`config.mk`:
```
export PLATFORM = sky130hd
export DESIGN_NAME = nn_layer_seq
export DESIGN_NICKNAME = d
export VERILOG_FILES = /design/src/rtl/nn_layer_seq.sv
export SDC_FILE = /design/constraint.sdc
export NUM_CORES = 1
export LEC_CHECK = 0
export BUFFER_PORTS_ARGS = -buffer_cell sky130_fd_sc_hd__buf_2
export CORE_MARGIN = 2
export CORE_UTILIZATION = 45
export CTS_BUF_LIST = sky130_fd_sc_hd__clkbuf_2 sky130_fd_sc_hd__clkbuf_4 sky130_fd_sc_hd__clkbuf_8
export CTS_CLUSTER_DIAMETER = 200
export DETAILED_ROUTE_END_ITERATION = 16
export PLACE_DENSITY_LB_ADDON = 0.3
export SLEW_MARGIN = 10
export SYNTH_ARGS = -nofsm -noshare
export SYNTH_HDL_FRONTEND = slang
export SYNTH_SLANG_ARGS = --single-unit
```
`constraint.sdc`:
```
create_clock -name clk -period 7.8 [get_ports clk]
set_clock_uncertainty 0.2 [all_clocks]
set_input_delay 1.56 -clock clk [delete_from_list [all_inputs] [get_ports clk]]
set_output_delay 1.56 -clock clk [all_outputs]
set_load 0.03 [all_outputs]
```
`src/rtl/nn_layer_seq.sv`:
```
// nn_layer_seq: time-multiplexed signed perceptron layer with one shared MAC.
// Weights, biases, thresholds and inputs stream in byte-serially; results leave
// as one packed vector under valid/ready.
//
// Ports:
//   clk        rising-edge clock
//   reset      synchronous, active-low
//   act_mode   0 = step output, 1 = thresholded saturating ReLU
//   cfg_*      parameter stream (valid/ready), cfg_done pulses after the last entry
//   in_*       input sample stream (valid/ready)
//   out_*      result vector (valid/ready), neuron n in bits [n*DW +: DW]
//   busy       high whenever the layer is not idle
module nn_layer_seq #(
   parameter int N_IN   = 4,
   parameter int N_NEUR = 4,
   parameter int DW     = 8,
   parameter int ACC_W  = 2*DW + $clog2(N_IN) + 1
) (
   input  logic                 clk,
   input  logic                 reset,
   input  logic                 act_mode,
   input  logic                 cfg_valid,
   input  logic [DW-1:0]        cfg_data,
   output logic                 cfg_ready,
   output logic                 cfg_done,
   input  logic                 in_valid,
   input  logic [DW-1:0]        in_data,
   output logic                 in_ready,
   output logic                 out_valid,
   output logic [N_NEUR*DW-1:0] out_data,
   input  logic                 out_ready,
   output logic                 busy
);

   localparam int IW = (N_IN > 1) ? $clog2(N_IN) : 1;
   localparam int NW = (N_NEUR > 1) ? $clog2(N_NEUR) : 1;
   localparam int KW = $clog2(N_IN + 2);
   localparam int PW = 2*DW;

   localparam logic [IW-1:0] I_LAST = IW'(N_IN - 1);
   localparam logic [NW-1:0] N_LAST = NW'(N_NEUR - 1);
   localparam logic [KW-1:0] K_BIAS = KW'(N_IN);
   localparam logic [KW-1:0] K_LAST = KW'(N_IN + 1);

   localparam logic signed [ACC_W-1:0] YMAX = ACC_W'((1 << (DW-1)) - 1);

   typedef enum logic [1:0] {
      S_IDLE,
      S_LOAD,
      S_COMP,
      S_OUT
   } state_t;

   state_t state_q;

   // parameter and sample storage
   logic signed [DW-1:0] w_q  [N_NEUR][N_IN];
   logic signed [DW-1:0] b_q  [N_NEUR];
   logic signed [DW-1:0] th_q [N_NEUR];
   logic signed [DW-1:0] x_q  [N_IN];

   // config write pointer split into neuron / entry-within-neuron
   logic [NW-1:0] cfg_n_q;
   logic [KW-1:0] cfg_k_q;
   logic          cfg_done_q;
   logic [IW-1:0] in_ptr_q;

   // MAC issue stage
   logic [NW-1:0] mac_n_q;
   logic [IW-1:0] mac_i_q;
   logic          issue_q;
   logic          mode_q;

   // product register and accumulate stage
   logic signed [PW-1:0]    prod_q;
   logic                    pv_q;
   logic                    plast_q;
   logic [NW-1:0]           pn_q;
   logic signed [ACC_W-1:0] acc_q;

   logic [N_NEUR*DW-1:0] out_data_q;
   logic                 out_valid_q;

   logic cfg_fire;
   logic in_fire;
   logic start_comp;

   logic signed [PW-1:0]    prod_d;
   logic signed [ACC_W-1:0] acc_d;
   logic signed [ACC_W-1:0] s_d;
   logic signed [ACC_W-1:0] th_ext;
   logic [DW-1:0]           y_d;

   // cfg has priority over input in IDLE; in_ready looks at cfg_valid only
   assign cfg_ready = (state_q == S_IDLE);
   assign in_ready  = ((state_q == S_IDLE) && !cfg_valid) ||
                      (state_q == S_LOAD);

   assign cfg_fire = cfg_valid && cfg_ready;
   assign in_fire  = in_valid && in_ready;

   // last sample of the vector accepted -> start the MAC pass
   assign start_comp = in_fire &&
      (((state_q == S_IDLE) && (N_IN == 1)) ||
       ((state_q == S_LOAD) && (in_ptr_q == I_LAST)));

   assign cfg_done  = cfg_done_q;
   assign out_valid = out_valid_q;
   assign out_data  = out_data_q;
   assign busy      = (state_q != S_IDLE);

   always_comb begin
      prod_d = w_q[mac_n_q][mac_i_q] * x_q[mac_i_q];
      acc_d  = acc_q + {{(ACC_W-PW){prod_q[PW-1]}}, prod_q};
      s_d    = acc_d + {{(ACC_W-DW){b_q[pn_q][DW-1]}}, b_q[pn_q]};
      th_ext = {{(ACC_W-DW){th_q[pn_q][DW-1]}}, th_q[pn_q]};
      y_d    = '0;
      if (s_d > th_ext) begin
         if (!mode_q) begin
            y_d = DW'(1);
         end else if (s_d[ACC_W-1]) begin
            y_d = '0;
         end else if (s_d > YMAX) begin
            y_d = {1'b0, {(DW-1){1'b1}}};
         end else begin
            y_d = s_d[DW-1:0];
         end
      end
   end

   always_ff @(posedge clk) begin
      if (!reset) begin
         state_q     <= S_IDLE;
         for (int n = 0; n < N_NEUR; n++) begin
            for (int i = 0; i < N_IN; i++) begin
               w_q[n][i] <= '0;
            end
            b_q[n]  <= '0;
            th_q[n] <= '0;
         end
         for (int i = 0; i < N_IN; i++) begin
            x_q[i] <= '0;
         end
         cfg_n_q     <= '0;
         cfg_k_q     <= '0;
         cfg_done_q  <= 1'b0;
         in_ptr_q    <= '0;
         mac_n_q     <= '0;
         mac_i_q     <= '0;
         issue_q     <= 1'b0;
         mode_q      <= 1'b0;
         prod_q      <= '0;
         pv_q        <= 1'b0;
         plast_q     <= 1'b0;
         pn_q        <= '0;
         acc_q       <= '0;
         out_data_q  <= '0;
         out_valid_q <= 1'b0;
      end else begin
         cfg_done_q <= 1'b0;

         // parameter stream: w[0..N_IN-1], bias, threshold per neuron
         if (cfg_fire) begin
            if (cfg_k_q < K_BIAS) begin
               w_q[cfg_n_q][cfg_k_q[IW-1:0]] <= cfg_data;
            end else if (cfg_k_q == K_BIAS) begin
               b_q[cfg_n_q] <= cfg_data;
            end else begin
               th_q[cfg_n_q] <= cfg_data;
            end
            if (cfg_k_q == K_LAST) begin
               cfg_k_q <= '0;
               if (cfg_n_q == N_LAST) begin
                  cfg_n_q    <= '0;
                  cfg_done_q <= 1'b1;
               end else begin
                  cfg_n_q <= cfg_n_q + 1'b1;
               end
            end else begin
               cfg_k_q <= cfg_k_q + 1'b1;
            end
         end

         unique case (state_q)
            S_IDLE: begin
               if (in_fire) begin
                  x_q[0] <= in_data;
                  if (N_IN > 1) begin
                     in_ptr_q <= IW'(1);
                     state_q  <= S_LOAD;
                  end
               end
            end

            S_LOAD: begin
               if (in_fire) begin
                  x_q[in_ptr_q] <= in_data;
                  if (in_ptr_q == I_LAST) begin
                     in_ptr_q <= '0;
                  end else begin
                     in_ptr_q <= in_ptr_q + 1'b1;
                  end
               end
            end

            S_COMP: begin
               // issue one product per cycle, i inner, n outer
               if (issue_q) begin
                  prod_q  <= prod_d;
                  pv_q    <= 1'b1;
                  plast_q <= (mac_i_q == I_LAST);
                  pn_q    <= mac_n_q;
                  if (mac_i_q == I_LAST) begin
                     mac_i_q <= '0;
                     if (mac_n_q == N_LAST) begin
                        issue_q <= 1'b0;
                     end else begin
                        mac_n_q <= mac_n_q + 1'b1;
                     end
                  end else begin
                     mac_i_q <= mac_i_q + 1'b1;
                  end
               end else begin
                  pv_q <= 1'b0;
               end

               // accumulate one cycle behind the multiply
               if (pv_q) begin
                  if (plast_q) begin
                     out_data_q[int'(pn_q)*DW +: DW] <= y_d;
                     acc_q <= '0;
                     if (pn_q == N_LAST) begin
                        state_q     <= S_OUT;
                        out_valid_q <= 1'b1;
                     end
                  end else begin
                     acc_q <= acc_d;
                  end
               end
            end

            S_OUT: begin
               if (out_ready) begin
                  state_q     <= S_IDLE;
                  out_valid_q <= 1'b0;
               end
            end

            default: state_q <= S_IDLE;
         endcase

         if (start_comp) begin
            state_q <= S_COMP;
            mode_q  <= act_mode;
            issue_q <= 1'b1;
            mac_n_q <= '0;
            mac_i_q <= '0;
            pv_q    <= 1'b0;
            acc_q   <= '0;
         end
      end
   end

endmodule
```
==> impl_metrics.yaml <==
outcome:
  status: "complete, no violations"
sta:
  fin_crit_ns: 6.68
  period_share_pct: 85.7
  final-max-slew-violation-count: 0
  rsz0062_at_grt: "false"
  setup_viol: 0
  worst_slack_ns: 1.12
  tightest_slew_ns: 1.15
  whs_ns: 0.248
  relSlewSlack_pct: 22.7
  max_clock_freq_mhz: 150
  hold_viol_final: 0
  setup_tns_ns: 0
clock_network:
  cts_sinks: 318
  cts_resized: 0
  cts_buffer_depth: 3
  path_clk_slew_ns: 0.06
  cts_hold_buf: 0
  numCtsBuffers: 52
  clk_latency_ns: 0.64
  cts_tree: "built"
  post_cts_buffers: 0
  htreeDepth: 2
  cts_root_buf: "clkbuf_8"
yosys:
  synth_cell_type_count: 72
  ys_ff_latch: 318
  synth_nets: 1756
  synth_warnings: 0
  avgSynthCellArea_um2: 11.5
  syn_area_um2: 18200
  syn_inst: 1580
  ys_seq_area_share_pct: 47.2
  synth-edff-count: 224
  async_flop_share_pct: 0
  synthFlopType: "edfxtp_1"
die:
  initial_core_util_pct: 45.7
  ios: 59
  die_area_um2: 42200
  coreArea_um2: 39900
  row_count: 73
  die_x_um: 205
  fp.dieH_um: 205
grt:
  grt.total_usage_pct: 20.3
  grt_pass1_wl_mm: 66.5
  grt_overflow: 0
  grt_max_degree: 57
  first_global_vias: 12300
  antenna_found_initial: 2
routing:
  ant_nets: 0
  drt-wirelength-per-cell_um: 19.0
  drt_iter0_drc: 744
  first_pass_iters: 4
  drc: 0
  vias: 12100
  vias_per_cell: 5.53
  drt_wl_total_mm: 41.6
critical_path:
  path_max_fanout: 10
  cp-start-kind: "register"
  critPathRequiredTime_ns: 8.15
  arrival_ns: 7.03
  critPathCaptureType: "register"
  path_class: "reg2reg"
  ff2ff_setup_slack_ns: 1.12
place:
  portBuffers: 58
  dp_slack_ns: 1.22
  placed_area_um2: 19100
  dp_hpwl_mm: 29.4
  dp_cells: 2098
  gp_congestion: 0.838
final_layout:
  syn2layout_area_growth_pct: 10.6
  drive_gt1_share_pct: 15.2
  finish.instance_area_um2: 20200
  fin_nets: 1803
  fin_cells: 2194
  utilization_pct: 50.5
  num-fill-cells: 3531
flow_run:
  cap_violations: 0
power_and_ir_drop:
  ir_drop_v: 0.000142
  power_density_nw_per_um2: 198
  total_power_mw: 4.00
  leakage_nw: 8.53
hold_path:
  hp-class: "reg2reg"
==> synth_stat cells (15+ instances only) <==
cell | n | area share (%)
mux4_2 | 64 | 7.9
a21oi_1 | 58 | 1.6
edfxtp_1 | 224 | 37
and2_1 | 128 | 4.4
nand3_1 | 22 | 0.60
nand2_1 | 135 | 2.8
ha_1 | 97 | 6.7
nor2_1 | 55 | 1.1
a21boi_0 | 15 | 0.62
dfxtp_1 | 94 | 10
o21ai_0 | 63 | 1.7
nor3_1 | 23 | 0.63
clkbuf_1 | 75 | 1.5
inv_1 | 94 | 1.9
nand2b_1 | 18 | 0.62
fa_1 | 57 | 6.3
and3_1 | 149 | 5.1
xnor2_1 | 37 | 1.8
==> worst max-delay path, cell delays in order, from the launching register on <==
cell and delay [ns]:
dfxtp_1 0.32, ha_1 0.22, fa_1 0.44, a211oi_2 0.29
o21ai_1 0.15, a31oi_4 0.24, o21ai_0 0.15, a21o_1 0.20
a21oi_1 0.17, xnor2_1 0.11, ha_1 0.36, and4_1 0.27
and2_1 0.16, nand3_1 0.10, o221ai_2 0.21, o31ai_2 0.09
xnor2_1 0.51, xnor2_4 0.24, inv_2 0.07, ha_1 0.30
nand3_1 0.10, nor4_1 0.41, a2111oi_0 0.19, a221oi_1 0.40
and2_1 0.28, nand3_1 0.17, o21ai_0 0.23
==> logic make-up (layout without fill, tap and decap cells) <==
kind of cell | count (synthesis) | count (layout) | synth area share [%]
buffers and inverters | 181 | 269 | 3.75
muxes | 68 | 68 | 8.14
other | 0 | 1 | 0
AOI/OAI and AO/OA | 240 | 240 | 8.67
DFF | 318 | 318 | 47.2
and+or+nand+nor | 570 | 570 | 16.9
adders and majority gates | 154 | 154 | 12.9
xor gates and xnor gates | 49 | 49 | 2.46
==> cells in the final DEF (no fill, tap or decap), drive strengths merged, types with 5 or more instances in the layout <==
master,synthesis,routed
a211oi,7,7
a22oi,13,13
o21bai,7,7
nand4,5,5
nand2b,18,18
buf,10,79
clkinv,0,19
o211ai,5,5
ha,97,97
a21boi,20,20
nor3,23,23
nand3,22,22
mux4,64,64
dfxtp,94,94
nor2,55,55
a21bo,8,8
bufinv,0,5
nor2b,7,7
and3,149,149
a21oi,58,58
edfxtp,224,224
fa,57,57
xor2,11,11
a21o,12,12
clkbuf,76,68
inv,95,97
o21ai,74,74
nor4,5,5
a31oi,5,5
xnor2,38,38
and2,128,128
nand2,135,135
==> power by group <==
group | internal [mW] | switching [mW] | leakage [nW]
Sequential | 1.85 | 0.0199 | 3.07
Combinational | 0.225 | 0.322 | 4.87
Clock | 0.888 | 0.695 | 0.583
==> state kept, by name, indices dropped and copies added, names as in the netlist, 3 cells and up, named ones only <==
signal and flops:
w_q 128, b_q 32, prod_q 16, out_data 32, th_q 32, x_q 32, acc_q 19, cfg_k_q 3
==> metal layers <==
metal,vias to the layer above,wire length [um],GRT usage [%]
met2,291,20000,33.3
met3,79,2130,3.63
met5,-,10,0
met4,2,1050,7.19
li1,5821,-,-
met1,5945,18300,27.2
==> path summary, 6_finish.rpt <==
path                                    from      endpoint  depth (start not counted)
worst max-delay path               prod_q[0]  out_data[30]                         26
worst min-delay path            out_data[10]  out_data[10]                          2
worst max register to register     prod_q[0]  out_data[30]                         26
worst min register to register  out_data[10]  out_data[10]                          2
==> area by class of cell <==
cell class              count  area (um^2)  area share [%]
diodes                      1         2.50          0.0124
clock buffers              68          861            4.27
clock inverters            27          256            1.27
inverters                  95          357            1.77
multi-input cells        1081         8970            44.5
flip-flops and latches    318         8610            42.7
well taps                 525          657            3.26
repair buffers             79          460            2.28
No activity file was read; power rests on OpenSTA's default activity.
